`config.mk`:
```
export PLATFORM = sky130hd
export DESIGN_NAME = rotation_aligner_4bit_flat
export DESIGN_NICKNAME = d
export VERILOG_FILES = /design/src/rtl/rotation_aligner_4bit_if.sv /design/src/rtl/rotation_aligner_4bit.sv /design/src/flat_wrapper.sv
export SDC_FILE = /design/constraint.sdc
export NUM_CORES = 1
export LEC_CHECK = 0
export CORE_ASPECT_RATIO = 0.75
export CORE_MARGIN = 1
export CORE_UTILIZATION = 58
export CTS_BUF_LIST = sky130_fd_sc_hd__clkbuf_2 sky130_fd_sc_hd__clkbuf_4 sky130_fd_sc_hd__clkbuf_8
export DETAILED_ROUTE_END_ITERATION = 16
export PLACE_DENSITY = 0.79
export SLEW_MARGIN = 20
export SYNTH_ARGS = -nofsm -noshare
export SYNTH_HDL_FRONTEND = slang
export SYNTH_SLANG_ARGS = --single-unit
export TNS_END_PERCENT = 1
```
`constraint.sdc`:
```
create_clock -name clk -period 4.8 [get_ports clk]
set_input_delay 0.48 -clock clk [delete_from_list [all_inputs] [get_ports clk]]
set_output_delay 0.48 -clock clk [all_outputs]
set_load 0.02 [all_outputs]
```
`src/rtl/rotation_aligner_4bit_if.sv`:
```
`default_nettype none
// ============================================================================
// Module      : rotation_aligner_4bit_if
// Description : Bundle for the rotated 4-bit link and the aligned output side
//               of rotation_aligner_4bit.
//               din/din_valid  : rotated input words from the link
//               dout/dout_valid: de-rotated data words, one-cycle pulse each
//               locked/rot_amt : lock status and detected left-rotation
//               master modport : link driver / consumer side
//               slave modport  : aligner side
// Revision    : 1.0 - initial release
// ============================================================================
interface rotation_aligner_4bit_if;
  logic [3:0] din;
  logic       din_valid;
  logic [3:0] dout;
  logic       dout_valid;
  logic       locked;
  logic [1:0] rot_amt;

  modport master (
    output din, din_valid,
    input  dout, dout_valid, locked, rot_amt
  );

  modport slave (
    input  din, din_valid,
    output dout, dout_valid, locked, rot_amt
  );
endinterface
`default_nettype wire

```
`src/rtl/rotation_aligner_4bit.sv`:
```
`default_nettype none
// ============================================================================
// Module      : rotation_aligner_4bit
// Description : Finds the constant rotation applied to a framed 4-bit stream
//               from the marker word at frame position 0, and once locked
//               rotates every data word back to its original orientation.
//               clk  : rising-edge clock
//               rst  : asynchronous active-high reset
//               bus  : slave side of rotation_aligner_4bit_if
//                      (din, din_valid in; dout, dout_valid, locked,
//                       rot_amt out)
// Revision    : 1.0 - initial release
// ============================================================================
module rotation_aligner_4bit #(
  parameter logic [3:0] MARKER     = 4'b0001,
  parameter int         FRAME_LEN  = 4,
  parameter int         LOCK_COUNT = 3,
  parameter int         LOSS_COUNT = 2
) (
  input  logic                    clk,
  input  logic                    rst,
  rotation_aligner_4bit_if.slave  bus
);

  localparam int POS_W   = (FRAME_LEN > 2) ? $clog2(FRAME_LEN) : 1;
  localparam int CNT_MAX = (LOCK_COUNT > LOSS_COUNT) ? LOCK_COUNT : LOSS_COUNT;
  localparam int CNT_W   = (CNT_MAX > 1) ? $clog2(CNT_MAX + 1) : 1;

  typedef enum logic [1:0] {
    ST_SEARCH = 2'd0,
    ST_VERIFY = 2'd1,
    ST_LOCKED = 2'd2
  } state_t;

  function automatic logic [3:0] rotl4(input logic [3:0] x, input logic [1:0] k);
    case (k)
      2'd0:    rotl4 = x;
      2'd1:    rotl4 = {x[2:0], x[3]};
      2'd2:    rotl4 = {x[1:0], x[3:2]};
      default: rotl4 = {x[0], x[3:1]};
    endcase
  endfunction

  function automatic logic [3:0] rotr4(input logic [3:0] x, input logic [1:0] k);
    case (k)
      2'd0:    rotr4 = x;
      2'd1:    rotr4 = {x[0], x[3:1]};
      2'd2:    rotr4 = {x[1:0], x[3:2]};
      default: rotr4 = {x[2:0], x[3]};
    endcase
  endfunction

  state_t           state_q, state_d;
  logic [1:0]       cand_q, cand_d;
  logic [POS_W-1:0] pos_q, pos_d;
  logic [CNT_W-1:0] match_cnt_q, match_cnt_d;
  logic [CNT_W-1:0] miss_cnt_q, miss_cnt_d;
  logic [1:0]       rot_amt_q, rot_amt_d;
  logic [3:0]       dout_q, dout_d;
  logic             dout_valid_q, dout_valid_d;

  // One comparator per possible rotation of the marker; the marker's
  // rotations are distinct, so at most one bit can be set.
  logic [3:0] marker_hit;
  for (genvar k = 0; k < 4; k++) begin : g_marker_cmp
    assign marker_hit[k] = (bus.din == rotl4(MARKER, 2'(k)));
  end

  logic       hit_any;
  logic [1:0] hit_k;
  always_comb begin
    hit_any = |marker_hit;
    hit_k   = 2'd0;
    for (int k = 0; k < 4; k++) begin
      if (marker_hit[k]) hit_k = 2'(k);
    end
  end

  logic             cand_match;
  logic             lock_match;
  logic [POS_W-1:0] pos_next;
  assign cand_match = (bus.din == rotl4(MARKER, cand_q));
  assign lock_match = (bus.din == rotl4(MARKER, rot_amt_q));
  assign pos_next   = (pos_q == POS_W'(FRAME_LEN - 1)) ? '0 : pos_q + POS_W'(1);

  always_comb begin
    state_d      = state_q;
    cand_d       = cand_q;
    pos_d        = pos_q;
    match_cnt_d  = match_cnt_q;
    miss_cnt_d   = miss_cnt_q;
    rot_amt_d    = rot_amt_q;
    dout_d       = dout_q;
    dout_valid_d = 1'b0;

    if (bus.din_valid) begin
      case (state_q)
        ST_SEARCH: begin
          if (hit_any) begin
            cand_d      = hit_k;
            pos_d       = POS_W'(1);
            match_cnt_d = CNT_W'(1);
            if (LOCK_COUNT == 1) begin
              state_d    = ST_LOCKED;
              rot_amt_d  = hit_k;
              miss_cnt_d = '0;
            end else begin
              state_d = ST_VERIFY;
            end
          end
        end

        ST_VERIFY: begin
          pos_d = pos_next;
          if (pos_q == '0) begin
            if (cand_match) begin
              match_cnt_d = match_cnt_q + CNT_W'(1);
              if (match_cnt_d == CNT_W'(LOCK_COUNT)) begin
                state_d    = ST_LOCKED;
                rot_amt_d  = cand_q;
                miss_cnt_d = '0;
              end
            end else begin
              // The failing word is dropped, not re-tried as a new candidate.
              state_d = ST_SEARCH;
            end
          end
        end

        ST_LOCKED: begin
          pos_d = pos_next;
          if (pos_q != '0) begin
            dout_d       = rotr4(bus.din, rot_amt_q);
            dout_valid_d = 1'b1;
          end else if (lock_match) begin
            miss_cnt_d = '0;
          end else begin
            miss_cnt_d = miss_cnt_q + CNT_W'(1);
            if (miss_cnt_d == CNT_W'(LOSS_COUNT)) begin
              state_d    = ST_SEARCH;
              miss_cnt_d = '0;
            end
          end
        end

        default: state_d = ST_SEARCH;
      endcase
    end
  end

  always_ff @(posedge clk or posedge rst) begin
    if (rst) begin
      state_q      <= ST_SEARCH;
      cand_q       <= 2'd0;
      pos_q        <= '0;
      match_cnt_q  <= '0;
      miss_cnt_q   <= '0;
      rot_amt_q    <= 2'd0;
      dout_q       <= 4'd0;
      dout_valid_q <= 1'b0;
    end else begin
      state_q      <= state_d;
      cand_q       <= cand_d;
      pos_q        <= pos_d;
      match_cnt_q  <= match_cnt_d;
      miss_cnt_q   <= miss_cnt_d;
      rot_amt_q    <= rot_amt_d;
      dout_q       <= dout_d;
      dout_valid_q <= dout_valid_d;
    end
  end

  assign bus.dout       = dout_q;
  assign bus.dout_valid = dout_valid_q;
  assign bus.locked     = (state_q == ST_LOCKED);
  assign bus.rot_amt    = rot_amt_q;

endmodule
`default_nettype wire

```
`src/flat_wrapper.sv`:
```
// flat-port wrapper written by rule: the top's interface ports become plain ports
module rotation_aligner_4bit_flat 
#(
  parameter logic [3:0] MARKER     = 4'b0001,
  parameter int         FRAME_LEN  = 4,
  parameter int         LOCK_COUNT = 3,
  parameter int         LOSS_COUNT = 2
)
  (clk, rst, bus_din, bus_din_valid, bus_dout, bus_dout_valid, bus_locked, bus_rot_amt);
  rotation_aligner_4bit_if bus_i ();
  input  logic clk;
  input  logic rst;
  input wire logic [$bits(bus_i.din)-1:0] bus_din;
  input wire logic [$bits(bus_i.din_valid)-1:0] bus_din_valid;
  output wire logic [$bits(bus_i.dout)-1:0] bus_dout;
  output wire logic [$bits(bus_i.dout_valid)-1:0] bus_dout_valid;
  output wire logic [$bits(bus_i.locked)-1:0] bus_locked;
  output wire logic [$bits(bus_i.rot_amt)-1:0] bus_rot_amt;
  assign bus_i.din = bus_din;
  assign bus_i.din_valid = bus_din_valid;
  assign bus_dout = bus_i.dout;
  assign bus_dout_valid = bus_i.dout_valid;
  assign bus_locked = bus_i.locked;
  assign bus_rot_amt = bus_i.rot_amt;
  rotation_aligner_4bit #(.MARKER(MARKER), .FRAME_LEN(FRAME_LEN), .LOCK_COUNT(LOCK_COUNT), .LOSS_COUNT(LOSS_COUNT)) u_core (.clk(clk), .rst(rst), .bus(bus_i));
endmodule
```
==> impl_metrics.prom, run 1 <==
# TYPE chip_impl_metric gauge
chip_impl_info{name="tritoncts",value="built"} 1
chip_impl_metric{name="powerDensity",unit="nW/µm²"} 456
chip_impl_metric{name="wirelength",unit="µm"} 2460
chip_impl_metric{name="antenna_cells_inserted",unit=""} 0
chip_impl_metric{name="power.share.combinational",unit="%"} 52.3
chip_impl_metric{name="vias_per_cell",unit=""} 6.14
chip_impl_metric{name="port_buffers",unit=""} 14
chip_impl_metric{name="fin_ws",unit="ns"} 2.13
chip_impl_info{name="status",value="completed"} 1
chip_impl_metric{name="postPlaceCellArea",unit="µm²"} 1350
chip_impl_metric{name="synth_largest_type_area_fraction",unit="%"} 34.9
chip_impl_metric{name="timing.critical_path.arrival",unit="ns"} 2.86
chip_impl_metric{name="synthMuxAreaShare",unit="%"} 9.33
chip_impl_info{name="synth_largest_area_cell",value="sky130_fd_sc_hd__dfrtp_1"} 1
chip_impl_metric{name="layout-drive-gt1-share",unit="%"} 10.5
chip_impl_metric{name="timing.fmax",unit="GHz"} 0.374
chip_impl_metric{name="design.die.area",unit="µm²"} 2290
chip_impl_metric{name="clk-insertion-delay-late",unit="ns"} 0.30
chip_impl_metric{name="postCtsHoldBufs",unit=""} 0
chip_impl_metric{name="ys_types",unit=""} 46
chip_impl_metric{name="grt_max_degree",unit=""} 18
chip_impl_metric{name="die_height",unit="µm"} 41.7
chip_impl_metric{name="wp_buf_inv",unit=""} 1
chip_impl_info{name="critical_path.slowest_cell",value="sky130_fd_sc_hd__clkdlybuf4s50_1"} 1
chip_impl_metric{name="layout.core_utilization",unit="%"} 74.3
chip_impl_metric{name="post_synth_edffs",unit=""} 0
chip_impl_metric{name="cp_max_fo",unit=""} 16
chip_impl_metric{name="detail_route.iter0.violations",unit=""} 34
chip_impl_metric{name="synth.ff_latch_count",unit=""} 17
chip_impl_metric{name="worst-r2r-setup-slack",unit="ns"} 2.51
chip_impl_metric{name="dpl.hpwl",unit="µm"} 1840
chip_impl_metric{name="stdcell_area",unit="µm²"} 1380
chip_impl_metric{name="post_synth_instance_area",unit="µm²"} 1220
chip_impl_info{name="hp-start",value="u_core.bus.dout[2]$_DFFE_PP0P_"} 1
chip_impl_metric{name="slew_viol_final",unit=""} 0
chip_impl_metric{name="start_util",unit="%"} 65.8
chip_impl_metric{name="post_cts_buffers",unit=""} 0
chip_impl_metric{name="slowest_delay",unit="ns"} 0.78
chip_impl_metric{name="first_global_vias",unit=""} 904
chip_impl_metric{name="global_route_wire_length_before_repair",unit="µm"} 4100
chip_impl_metric{name="net-switching-power",unit="mW"} 0.260
chip_impl_metric{name="cts_buffer_depth",unit=""} 2
chip_impl_metric{name="hold_viol_final",unit=""} 0
chip_impl_metric{name="yosysWarnings",unit=""} 0
chip_impl_metric{name="multi_input_comb_area",unit="µm²"} 701
chip_impl_metric{name="pre_cts_ws",unit="ns"} 1.83
chip_impl_info{name="setup.worst_path.class",value="input port to flip-flop"} 1
chip_impl_metric{name="cp.required",unit="ns"} 4.99
chip_impl_metric{name="max_slew_margin",unit="%"} 55.4
chip_impl_metric{name="synthesis.instances",unit=""} 131
chip_impl_info{name="unrepaired_setup_endpoints_after_global_routing",value="false"} 1
chip_impl_metric{name="gr_ovfl_total",unit=""} 0
chip_impl_info{name="synth_flop_cell",value="sky130_fd_sc_hd__dfrtp_1"} 1
chip_impl_info{name="worstSetupEndpointType",value="flip-flop"} 1
chip_impl_metric{name="power_leakage",unit="nW"} 0.577
chip_impl_metric{name="dieWidth",unit="µm"} 55.0
chip_impl_metric{name="worst_clock_skew_on_the_final_layout",unit="ns"} 0.00640
chip_impl_metric{name="cts_num_sinks",unit=""} 17
chip_impl_metric{name="mappedNetlistNets",unit=""} 144
chip_impl_metric{name="tns",unit="ns"} 0
chip_impl_metric{name="dpl.cell_count",unit=""} 161
chip_impl_info{name="critical_path.cell_chain",value="clkdlybuf4s50_1 > or3b_1 > a2111oi_4 > nor2_1 > o311ai_2 > mux2_1"} 1
chip_impl_metric{name="via_count",unit=""} 1013
chip_impl_info{name="dominant_combinational_cell_family_by_area_after_synthesis",value="compound AO/OA/AOI/OAI gates"} 1
chip_impl_metric{name="ys_seq_area_share",unit="%"} 34.9
chip_impl_metric{name="intPower",unit="mW"} 0.368
chip_impl_metric{name="maxCapViolations",unit=""} 0
chip_impl_metric{name="seqCellArea",unit="µm²"} 425
chip_impl_info{name="worst_hold_path_type",value="flip-flop to flip-flop"} 1
chip_impl_metric{name="ant_nets",unit=""} 0
chip_impl_metric{name="finalSetupViolCount",unit=""} 0
chip_impl_metric{name="cts-buffers-inserted",unit=""} 3
chip_impl_metric{name="xor_xnor_share_of_the_synthesized_area",unit="%"} 0.718
chip_impl_metric{name="place_congestion",unit=""} 0.815
chip_impl_metric{name="h_tree_depth",unit=""} 1
chip_impl_metric{name="nets",unit=""} 157
chip_impl_metric{name="detail_route.drc_violations",unit=""} 0
chip_impl_metric{name="floorplan.core_area",unit="µm²"} 1850
chip_impl_metric{name="ys_async_sr_fraction",unit="%"} 100
chip_impl_metric{name="antenna_violations_before_repair",unit=""} 0
chip_impl_metric{name="first_pass_iters",unit=""} 5
chip_impl_info{name="r2r-start",value="u_core.bus.rot_amt[1]$_DFFE_PP0P_"} 1
chip_impl_metric{name="fill_cells",unit=""} 129
chip_impl_metric{name="sw_frac_of_total",unit="%"} 41.4
chip_impl_metric{name="floorplan.rows",unit=""} 13
chip_impl_metric{name="compound_cell_area_share_of_the_yosys_netlist",unit="%"} 24.0
chip_impl_metric{name="synth-simple-area-share",unit="%"} 17.2
chip_impl_metric{name="grtUsageMet1",unit="%"} 36.7
chip_impl_metric{name="finalCritPeriodShare",unit="%"} 55.7
chip_impl_info{name="clock_tree.root_cell",value="sky130_fd_sc_hd__clkbuf_4"} 1
chip_impl_info{name="worstReg2RegEnd",value="u_core.state_q[0]$_DFFE_PP0P_"} 1
chip_impl_metric{name="cells_resized_by_post_cts_repair",unit=""} 0
chip_impl_metric{name="final_critical_path_time_including_i_o_delays_and_setup",unit="ns"} 2.67
chip_impl_metric{name="final_cell_count_no_fill",unit=""} 165
chip_impl_metric{name="grt_util_met3",unit="%"} 6.59
chip_impl_metric{name="yosys.area_share.adder",unit="%"} 6.15
chip_impl_info{name="synth.top_cells.by_area",value="sky130_fd_sc_hd__dfrtp_1, sky130_fd_sc_hd__ha_1, sky130_fd_sc_hd__inv_1, sky130_fd_sc_hd__mux2i_1, sky130_fd_sc_hd__a21oi_1"} 1
chip_impl_metric{name="worstHoldPathCells",unit=""} 2
chip_impl_metric{name="grtUsageTotal",unit="%"} 24.9
chip_impl_metric{name="detail_route.wl_per_cell",unit="µm"} 14.9
chip_impl_metric{name="worstMarginPinSlew",unit="ns"} 0.661
chip_impl_metric{name="ir_worst_vdd",unit="mV"} 0.390
chip_impl_metric{name="worstRegToRegCells",unit=""} 5
chip_impl_info{name="worst_path_dominant_cell_family",value="buffers and inverters"} 1
chip_impl_metric{name="cts.reportedPaths.clkPinSlew",unit="ns"} 0.11
chip_impl_metric{name="io-pin-count",unit=""} 15
chip_impl_metric{name="syn_area_per_cell",unit="µm²"} 9.31
chip_impl_metric{name="power.sequential.fraction",unit="%"} 34.7
chip_impl_metric{name="area.growth.synth_to_final",unit="%"} 12.9
chip_impl_info{name="hold-path-endpoint",value="u_core.bus.dout[2]$_DFFE_PP0P_"} 1
chip_impl_metric{name="clockPowerShare",unit="%"} 13.0
chip_impl_metric{name="grt_use_met2",unit="%"} 35.9
chip_impl_info{name="cp-start-kind",value="input port"} 1
chip_impl_info{name="gr-max-usage-layer",value="met1"} 1
==> final cells by class <==
| cell class | count | area share (%) |
|---|---|---|
| repair buffers | 14 | 10.2 |
| well taps | 22 | 2.00 |
| multi-input cells | 93 | 50.9 |
| inverters | 15 | 4.09 |
| clock buffers | 3 | 1.63 |
| clock inverters | 1 | 0.363 |
| flip-flops and latches | 17 | 30.9 |
==> through the flow <==
step / power [mW] / hold WS (ns)
2_1_floorplan: 0.454 / 0.406
3_3_place_gp: 0.535 / 0.464
3_5_place_dp: 0.549 / 0.478
4_1_cts: 0.627 / 0.502
5_1_grt: 0.679 / 0.538
6_report: 0.629 / 0.505
==> layout by cell type (no fill, tap or decap), drive strengths merged, types with 2 or more instances in the layout <==
| cell type | count |
|---|---|
| nor2 | 10 |
| dfrtp | 17 |
| clkbuf | 3 |
| a21oi | 8 |
| nand3 | 4 |
| or3b | 4 |
| mux2i | 5 |
| and2 | 2 |
| a21boi | 2 |
| o21ai | 6 |
| ha | 6 |
| a31oi | 3 |
| a31o | 2 |
| clkdlybuf4s50 | 14 |
| o31ai | 2 |
| mux2 | 5 |
| nand3b | 5 |
| a2111oi | 3 |
| inv | 15 |
| nand2 | 8 |
==> state kept, by name, summed over array words and instances, names as in the netlist <==
register,cells
u_core.bus.rot_amt,2
u_core.miss_cnt_q,2
u_core.match_cnt_q,2
u_core.pos_q,2
u_core.bus.dout,4
u_core.cand_q,2
u_core.state_q,2
u_core.bus.dout_valid,1
==> Yosys cell counts, types with 2 or more instances <==
master                      count
sky130_fd_sc_hd__o21ai_1        2
sky130_fd_sc_hd__o21ai_0        4
sky130_fd_sc_hd__a21oi_1        8
sky130_fd_sc_hd__inv_1         15
sky130_fd_sc_hd__a21boi_1       2
sky130_fd_sc_hd__mux2_2         2
sky130_fd_sc_hd__nor2_1        10
sky130_fd_sc_hd__buf_2          3
sky130_fd_sc_hd__ha_1           6
sky130_fd_sc_hd__nand2_1        8
sky130_fd_sc_hd__dfrtp_1       17
sky130_fd_sc_hd__a31oi_1        3
sky130_fd_sc_hd__mux2i_1        5
sky130_fd_sc_hd__a2111oi_1      2
sky130_fd_sc_hd__o31ai_1        2
sky130_fd_sc_hd__a31o_2         2
sky130_fd_sc_hd__and2_1         2
sky130_fd_sc_hd__or3b_1         3
sky130_fd_sc_hd__nand3b_1       5
sky130_fd_sc_hd__mux2_4         2
sky130_fd_sc_hd__nand3_1        3
==> worst max path at each step <==
stage,startpoint,to,slack (ns),cells past startpoint
finish,bus_din[2],u_core.state_q[0]$_DFFE_PP0P_,2.13,6
global route,bus_din[1],u_core.state_q[0]$_DFFE_PP0P_,2.03,6
floorplan,u_core.bus.rot_amt[1]$_DFFE_PP0P_,u_core.state_q[0]$_DFFE_PP0P_,2.63,6
CTS,bus_din[2],u_core.state_q[0]$_DFFE_PP0P_,2.15,6
detailed placement,bus_din[2],u_core.state_q[0]$_DFFE_PP0P_,1.83,6
global placement,bus_din[2],u_core.state_q[0]$_DFFE_PP0P_,1.90,6
==> power groups by stage <==
stage	registers, mW	clock network (mW)	logic (mW)
final	0.218	0.0815	0.329
after global routing	0.226	0.0871	0.366
after floorplan	0.236	0	0.218
after CTS	0.219	0.0807	0.327
after detailed placement	0.223	0	0.327
after global placement	0.219	0	0.316
==> logic make-up (layout without fill, tap and decap cells) <==
kind of cell / Yosys count / after routing
muxes: 10 / 10
AOI/OAI and AO/OA: 38 / 38
buffers and inverters: 21 / 33
and+or+nand+nor: 38 / 38
DFF: 17 / 17
xor gates and xnor gates: 1 / 1
adders and majority gates: 6 / 6
==> worst reg2reg max path, cell delays in order (launching register included) <==
cell                        delay, ns
sky130_fd_sc_hd__dfrtp_1         0.53
sky130_fd_sc_hd__or3b_1          0.43
sky130_fd_sc_hd__a2111oi_1       0.53
sky130_fd_sc_hd__o41ai_1         0.22
sky130_fd_sc_hd__o311ai_2        0.12
sky130_fd_sc_hd__mux2_1          0.35
==> per-layer routing <==
layer,up-vias,part of all wire (%)
met5,-,0
met4,0,0.81
met3,4,5.6
met2,34,44
met1,469,50
li1,506,-
Power figures use the tool's default switching activity.
==> run 2, diff against run 1 <==
--- a/config.mk
+++ b/config.mk
@@ -7,10 +7,10 @@
 export LEC_CHECK = 0
 export CORE_ASPECT_RATIO = 0.75
 export CORE_MARGIN = 1
-export CORE_UTILIZATION = 58
+export CORE_UTILIZATION = 57
 export CTS_BUF_LIST = sky130_fd_sc_hd__clkbuf_2 sky130_fd_sc_hd__clkbuf_4 sky130_fd_sc_hd__clkbuf_8
 export DETAILED_ROUTE_END_ITERATION = 16
-export PLACE_DENSITY = 0.79
+export PLACE_DENSITY = 0.77
 export SLEW_MARGIN = 20
 export SYNTH_ARGS = -nofsm -noshare
 export SYNTH_HDL_FRONTEND = slang
==> constraint.sdc (replaced) <==
create_clock -name clk -period 2.7 [get_ports clk]
set_input_delay 0.27 -clock clk [delete_from_list [all_inputs] [get_ports clk]]
set_output_delay 0.27 -clock clk [all_outputs]
set_load 0.02 [all_outputs]
==> impl_metrics.prom, run 2 (synthesis gave the netlist of run 1 again) <==
# TYPE chip_impl_metric gauge
chip_impl_info{name="status",value="completed"} 1
chip_impl_metric{name="detail_route.drc_violations",unit=""} 0
chip_impl_metric{name="cp_max_fo",unit=""} 8
chip_impl_metric{name="max_slew_margin",unit="%"} 54.8
chip_impl_metric{name="clk-insertion-delay-late",unit="ns"} 0.30
chip_impl_metric{name="route.met3.wl",unit="µm"} 185
chip_impl_metric{name="gr_ovfl_total",unit=""} 0
chip_impl_metric{name="worst-r2r-setup-slack",unit="ns"} 0.40
chip_impl_info{name="tritoncts",value="built"} 1
chip_impl_metric{name="cts_num_sinks",unit=""} 17
chip_impl_metric{name="finalSetupViolCount",unit=""} 0
chip_impl_metric{name="grtUsageTotal",unit="%"} 29.0
chip_impl_metric{name="first_global_vias",unit=""} 1112
chip_impl_info{name="worst_hold_path_type",value="input port to asynchronous set/reset pin"} 1
chip_impl_metric{name="final_cell_count_no_fill",unit=""} 172
chip_impl_info{name="worstSetupEndpointType",value="flip-flop"} 1
chip_impl_info{name="critical_path.slowest_cell",value="sky130_fd_sc_hd__dfrtp_1"} 1
chip_impl_metric{name="dpl.cell_count",unit=""} 168
chip_impl_metric{name="maxCapViolations",unit=""} 0
chip_impl_metric{name="place_congestion",unit=""} 0.795
chip_impl_metric{name="die_height",unit="µm"} 42.1
chip_impl_metric{name="worstRegToRegCells",unit=""} 5
chip_impl_metric{name="cts-buffers-inserted",unit=""} 3
chip_impl_metric{name="via_count",unit=""} 1060
chip_impl_metric{name="port_buffers",unit=""} 14
chip_impl_metric{name="design.die.area",unit="µm²"} 2330
chip_impl_metric{name="timing.fmax",unit="GHz"} 0.435
chip_impl_metric{name="ir_worst_vdd",unit="mV"} 0.687
chip_impl_metric{name="cells_resized_by_post_cts_repair",unit=""} 0
chip_impl_info{name="cp-start-kind",value="flip-flop"} 1
chip_impl_metric{name="grt_max_degree",unit=""} 18
chip_impl_metric{name="antenna_cells_inserted",unit=""} 0
chip_impl_metric{name="worstMarginPinSlew",unit="ns"} 0.677
chip_impl_info{name="setup.worst_path.class",value="flip-flop to flip-flop"} 1
chip_impl_metric{name="antenna_violations_before_repair",unit=""} 0
chip_impl_metric{name="dpl.hpwl",unit="µm"} 2160
chip_impl_metric{name="dieWidth",unit="µm"} 55.4
chip_impl_metric{name="wirelength",unit="µm"} 2970
chip_impl_metric{name="timing.critical_path.arrival",unit="ns"} 2.49
chip_impl_info{name="worstReg2RegEnd",value="u_core.state_q[0]$_DFFE_PP0P_"} 1
chip_impl_metric{name="slew_viol_final",unit=""} 0
chip_impl_metric{name="ant_nets",unit=""} 0
chip_impl_metric{name="global_route_wire_length_before_repair",unit="µm"} 5180
chip_impl_metric{name="met2_length",unit="µm"} 1420
chip_impl_metric{name="finalCritPeriodShare",unit="%"} 85.1
chip_impl_metric{name="io-pin-count",unit=""} 15
chip_impl_metric{name="cts_buffer_depth",unit=""} 2
chip_impl_metric{name="detail_route.wl_per_cell",unit="µm"} 17.3
chip_impl_metric{name="hold_viol_final",unit=""} 0
chip_impl_info{name="unrepaired_setup_endpoints_after_global_routing",value="false"} 1
chip_impl_info{name="dr.max_layer_used",value="met4"} 1
chip_impl_metric{name="nets",unit=""} 162
chip_impl_info{name="r2r-start",value="u_core.cand_q[0]$_DFFE_PP0P_"} 1
chip_impl_metric{name="largest_reg_flops",unit=""} 4
chip_impl_metric{name="detail_route.iter0.violations",unit=""} 65
chip_impl_metric{name="h_tree_depth",unit=""} 1
chip_impl_metric{name="area.growth.synth_to_final",unit="%"} 16.2
chip_impl_metric{name="tns",unit="ns"} 0
chip_impl_metric{name="final_critical_path_time_including_i_o_delays_and_setup",unit="ns"} 2.30
chip_impl_metric{name="start_util",unit="%"} 60.6
chip_impl_info{name="critical_path.cell_chain",value="or3b_1 > a2111oi_4 > nor2_1 > o311ai_2 > mux2_1"} 1
chip_impl_info{name="layout.cells.most_common_list",value="sky130_fd_sc_hd__dfrtp_1, sky130_fd_sc_hd__inv_1, sky130_fd_sc_hd__clkdlybuf4s50_1, sky130_fd_sc_hd__nor2_1"} 1
chip_impl_metric{name="layout-drive-gt1-share",unit="%"} 13.5
chip_impl_metric{name="power_leakage",unit="nW"} 0.601
chip_impl_metric{name="first_pass_iters",unit=""} 4
chip_impl_metric{name="wl_met1",unit="µm"} 1350
chip_impl_metric{name="vias_per_cell",unit=""} 6.16
chip_impl_metric{name="floorplan.rows",unit=""} 14
chip_impl_metric{name="slowest_delay",unit="ns"} 0.49
chip_impl_metric{name="cts.reportedPaths.clkPinSlew",unit="ns"} 0.10
chip_impl_metric{name="powerDensity",unit="nW/µm²"} 807
chip_impl_metric{name="worst_clock_skew_on_the_final_layout",unit="ns"} 0.00251
chip_impl_metric{name="postCtsHoldBufs",unit=""} 0
chip_impl_metric{name="post_cts_buffers",unit=""} 0
chip_impl_metric{name="floorplan.core_area",unit="µm²"} 2010
chip_impl_metric{name="cp.required",unit="ns"} 2.89
chip_impl_info{name="clock_tree.root_cell",value="sky130_fd_sc_hd__clkbuf_4"} 1
chip_impl_metric{name="layout.core_utilization",unit="%"} 70.4
chip_impl_info{name="most_common_cell_after_layout_fill_and_taps_aside",value="sky130_fd_sc_hd__dfrtp_1"} 1
run 2: layer usage:
layer | track usage [%] | vias up
met5 | 0 | -
met4 | 11.0 | 0
met3 | 6.79 | 4
met2 | 48.4 | 43
met1 | 36.9 | 503
li1 | - | 510
run 2: per-stage QoR:
| stage | power, mW | instance area [µm²] | hold WS, ns | setup slack [ns] |
|---|---|---|---|---|
| after floorplan | 0.807 | 1220 | 0.196 | 0.533 |
| after global placement | 0.961 | 1390 | 0.461 | 0.220 |
| after detailed placement | 0.995 | 1390 | 0.480 | 0.142 |
| after CTS | 1.14 | 1420 | 0.393 | 0.431 |
| after global routing | 1.23 | 1420 | 0.446 | 0.182 |
| final | 1.14 | 1420 | 0.360 | 0.402 |
run 2: worst max path at each step:
stage | endpoint | from | slack (ns)
6_report | u_core.state_q[0]$_DFFE_PP0P_ | u_core.cand_q[0]$_DFFE_PP0P_ | 0.40
5_1_grt | u_core.state_q[0]$_DFFE_PP0P_ | u_core.bus.rot_amt[1]$_DFFE_PP0P_ | 0.18
4_1_cts | u_core.state_q[0]$_DFFE_PP0P_ | u_core.bus.rot_amt[1]$_DFFE_PP0P_ | 0.43
3_5_place_dp | u_core.state_q[0]$_DFFE_PP0P_ | bus_din[1] | 0.14
3_3_place_gp | u_core.state_q[0]$_DFFE_PP0P_ | bus_din[1] | 0.22
2_1_floorplan | u_core.state_q[0]$_DFFE_PP0P_ | u_core.bus.rot_amt[1]$_DFFE_PP0P_ | 0.53
run 2: layout make-up:
cell class                 instances  area, µm²
clock inverter                     1       5.00
clock buffer                       3       22.5
fill                             153        597
tap                               24       30.0
multi-input combinational         93        701
sequential                        17        425
inverter                          15       56.3
timing repair buffer              19        178
run 2: worst max-delay path, delay by kind of cell (launching register included):
| family | cells | cell delay (ns) |
|---|---|---|
| AO/OA/AOI/OAI | 2 | 0.74 |
| flip-flops | 1 | 0.49 |
| multiplexers | 1 | 0.35 |
| AND/OR/NAND/NOR | 2 | 0.60 |
run 2: report_power, final:
part / switching (mW) / internal [mW]
sequential: 0.0553 / 0.336
clock: 0.0866 / 0.0552
combinational: 0.342 / 0.269
total: 0.484 / 0.660
==> run 3, diff against run 2 <==
==> constraint.sdc (replaced) <==
create_clock -name clk -period 2.6 [get_ports clk]
set_input_delay 0.26 -clock clk [delete_from_list [all_inputs] [get_ports clk]]
set_output_delay 0.26 -clock clk [all_outputs]
set_load 0.02 [all_outputs]
==> impl_metrics.prom, run 3 (synthesis gave the netlist of run 1 again) <==
# TYPE chip_impl_metric gauge
chip_impl_metric{name="slowest_delay",unit="ns"} 0.48
chip_impl_metric{name="gr_ovfl_total",unit=""} 0
chip_impl_metric{name="grt_max_degree",unit=""} 18
chip_impl_metric{name="fill_cells",unit=""} 152
chip_impl_info{name="critical_path.cell_chain",value="or3b_1 > a2111oi_4 > nor2_1 > o311ai_2 > mux2_1"} 1
chip_impl_metric{name="grtUsageTotal",unit="%"} 25.1
chip_impl_metric{name="powerDensity",unit="nW/µm²"} 828
chip_impl_info{name="critical_path.slowest_cell",value="sky130_fd_sc_hd__dfrtp_1"} 1
chip_impl_info{name="layout.cells.most_common_list",value="sky130_fd_sc_hd__dfrtp_1, sky130_fd_sc_hd__inv_1, sky130_fd_sc_hd__clkdlybuf4s50_1, sky130_fd_sc_hd__nor2_1"} 1
chip_impl_metric{name="largest_reg_flops",unit=""} 4
chip_impl_metric{name="final_critical_path_time_including_i_o_delays_and_setup",unit="ns"} 2.19
chip_impl_metric{name="die_height",unit="µm"} 42.1
chip_impl_metric{name="post_cts_buffers",unit=""} 0
chip_impl_metric{name="place_congestion",unit=""} 0.817
chip_impl_metric{name="global_route_wire_length_before_repair",unit="µm"} 4480
chip_impl_metric{name="tns",unit="ns"} 0
chip_impl_metric{name="area.growth.synth_to_final",unit="%"} 16.4
chip_impl_metric{name="antenna_cells_inserted",unit=""} 0
chip_impl_metric{name="power_leakage",unit="nW"} 0.598
chip_impl_metric{name="first_global_vias",unit=""} 912
chip_impl_metric{name="start_util",unit="%"} 60.6
chip_impl_metric{name="timing.fmax",unit="GHz"} 0.457
chip_impl_metric{name="intPower",unit="mW"} 0.687
chip_impl_metric{name="detail_route.wl_per_cell",unit="µm"} 15.5
chip_impl_info{name="status",value="completed"} 1
chip_impl_metric{name="worstMarginPinSlew",unit="ns"} 0.668
chip_impl_metric{name="met2_length",unit="µm"} 1100
chip_impl_info{name="most_common_cell_after_layout_fill_and_taps_aside",value="sky130_fd_sc_hd__dfrtp_1"} 1
chip_impl_metric{name="net-switching-power",unit="mW"} 0.490
chip_impl_metric{name="cts_buffer_depth",unit=""} 2
chip_impl_metric{name="floorplan.core_area",unit="µm²"} 2010
chip_impl_metric{name="cts_num_sinks",unit=""} 17
chip_impl_info{name="dr.max_layer_used",value="met4"} 1
chip_impl_metric{name="clk-insertion-delay-late",unit="ns"} 0.30
chip_impl_info{name="unrepaired_setup_endpoints_after_global_routing",value="false"} 1
chip_impl_metric{name="finalSetupViolCount",unit=""} 0
chip_impl_metric{name="detail_route.drc_violations",unit=""} 0
chip_impl_metric{name="dpl.hpwl",unit="µm"} 1990
chip_impl_metric{name="cts-buffers-inserted",unit=""} 3
chip_impl_metric{name="power.share.combinational",unit="%"} 52.9
chip_impl_metric{name="max_slew_margin",unit="%"} 55.4
chip_impl_metric{name="cp_max_fo",unit=""} 8
chip_impl_metric{name="h_tree_depth",unit=""} 1
chip_impl_metric{name="route.met3.wl",unit="µm"} 169
chip_impl_metric{name="first_pass_iters",unit=""} 6
chip_impl_metric{name="via_count",unit=""} 1024
chip_impl_metric{name="cts.reportedPaths.clkPinSlew",unit="ns"} 0.11
chip_impl_metric{name="worst_clock_skew_on_the_final_layout",unit="ns"} 0.00772
chip_impl_metric{name="ant_nets",unit=""} 0
chip_impl_info{name="setup.worst_path.class",value="flip-flop to flip-flop"} 1
chip_impl_metric{name="slew_viol_final",unit=""} 0
chip_impl_metric{name="layout-drive-gt1-share",unit="%"} 13.5
chip_impl_metric{name="wl_met1",unit="µm"} 1380
chip_impl_metric{name="port_buffers",unit=""} 14
chip_impl_info{name="cp-start-kind",value="flip-flop"} 1
chip_impl_metric{name="fin_ws",unit="ns"} 0.410
chip_impl_metric{name="postPlaceCellArea",unit="µm²"} 1390
chip_impl_info{name="worstSetupEndpointType",value="flip-flop"} 1
chip_impl_metric{name="power.sequential.fraction",unit="%"} 34.2
chip_impl_metric{name="wp_buf_inv",unit=""} 0
chip_impl_info{name="worst_hold_path_type",value="input port to asynchronous set/reset pin"} 1
chip_impl_metric{name="cp.required",unit="ns"} 2.80
chip_impl_metric{name="nets",unit=""} 162
chip_impl_info{name="clock_tree.root_cell",value="sky130_fd_sc_hd__clkbuf_4"} 1
chip_impl_metric{name="cells_resized_by_post_cts_repair",unit=""} 0
chip_impl_metric{name="floorplan.rows",unit=""} 14
chip_impl_metric{name="sw_frac_of_total",unit="%"} 41.6
chip_impl_metric{name="seqCellArea",unit="µm²"} 425
chip_impl_metric{name="finalCritPeriodShare",unit="%"} 84.2
chip_impl_metric{name="hold_viol_final",unit=""} 0
chip_impl_metric{name="power",unit="mW"} 1.18
chip_impl_metric{name="pre_cts_ws",unit="ns"} 0.134
chip_impl_metric{name="dieWidth",unit="µm"} 55.4
chip_impl_metric{name="detail_route.iter0.violations",unit=""} 64
chip_impl_metric{name="io-pin-count",unit=""} 15
chip_impl_metric{name="wirelength",unit="µm"} 2670
chip_impl_metric{name="vias_per_cell",unit=""} 5.95
chip_impl_metric{name="design.die.area",unit="µm²"} 2330
chip_impl_metric{name="stdcell_area",unit="µm²"} 1420
chip_impl_metric{name="postCtsHoldBufs",unit=""} 0
chip_impl_info{name="tritoncts",value="built"} 1
chip_impl_info{name="worst_path_dominant_cell_family",value="compound AO/OA/AOI/OAI gates"} 1
chip_impl_metric{name="multi_input_comb_area",unit="µm²"} 701
chip_impl_metric{name="timing.critical_path.arrival",unit="ns"} 2.39
chip_impl_metric{name="clockPowerShare",unit="%"} 12.9
chip_impl_metric{name="maxCapViolations",unit=""} 0
chip_impl_metric{name="ir_worst_vdd",unit="mV"} 0.591
chip_impl_metric{name="antenna_violations_before_repair",unit=""} 0
[run 3: cell count changes in the layout (fill, tap and decap cells not counted)]
cell,previous run,this run
sky130_fd_sc_hd__clkinvlp_4,0,1
sky130_fd_sc_hd__clkinv_2,1,0
[run 3: stage by stage]
stage | cells | hold WS, ns | utilization, %
3_3_place_gp | 168 | 0.462 | 69.0
3_5_place_dp | 168 | 0.470 | 69.0
6_report | 172 | 0.342 | 70.5
2_1_floorplan | 131 | 0.186 | -
4_1_cts | 172 | 0.369 | 70.5
5_1_grt | 172 | 0.407 | 70.5
[run 3: layout make-up]
type                    instances  share of cell area [%]
multi-input cells              93                    49.3
flip-flops and latches         17                    30.0
repair buffers                 19                    12.5
inverters                      15                    3.96
well taps                      24                    2.11
clock buffers                   3                    1.59
clock inverters                 1                   0.529
[run 3: worst paths after layout]
kind | from | endpoint | slack [ns] | depth (start not counted)
setup / recovery | u_core.cand_q[0]$_DFFE_PP0P_ | u_core.state_q[0]$_DFFE_PP0P_ | 0.41 | 5
hold / removal | rst | u_core.bus.dout[2]$_DFFE_PP0P_ | 0.34 | 2
setup reg to reg | u_core.cand_q[0]$_DFFE_PP0P_ | u_core.state_q[0]$_DFFE_PP0P_ | 0.41 | 5
hold reg to reg | u_core.bus.dout[2]$_DFFE_PP0P_ | u_core.bus.dout[2]$_DFFE_PP0P_ | 0.49 | 2
max in group asynchronous | rst | u_core.cand_q[1]$_DFFE_PP0P_ | 1.83 | 2
min in group clk | u_core.bus.dout[2]$_DFFE_PP0P_ | u_core.bus.dout[2]$_DFFE_PP0P_ | 0.49 | 2
[run 3: worst reg2reg max path, cell delays in order, from the launching register on]
cell and delay, ns:
sky130_fd_sc_hd__dfrtp_1 0.48, sky130_fd_sc_hd__or3b_1 0.44, sky130_fd_sc_hd__a2111oi_4 0.45, sky130_fd_sc_hd__nor2_1 0.14, sky130_fd_sc_hd__o311ai_2 0.23, sky130_fd_sc_hd__mux2_1 0.35
[run 3: per-layer routing]
metal	vias up	track usage [%]
met2	37	33.7
met5	-	0
met4	0	7.50
li1	506	-
met1	477	39.2
met3	4	6.48
[run 3: power groups by stage]
stage,combinational (mW),clock (mW),sequential (mW)
final,0.622,0.152,0.402
after global routing,0.684,0.170,0.414
after CTS,0.616,0.158,0.401
after detailed placement,0.613,0,0.407
after global placement,0.591,0,0.403
after floorplan,0.402,0,0.436
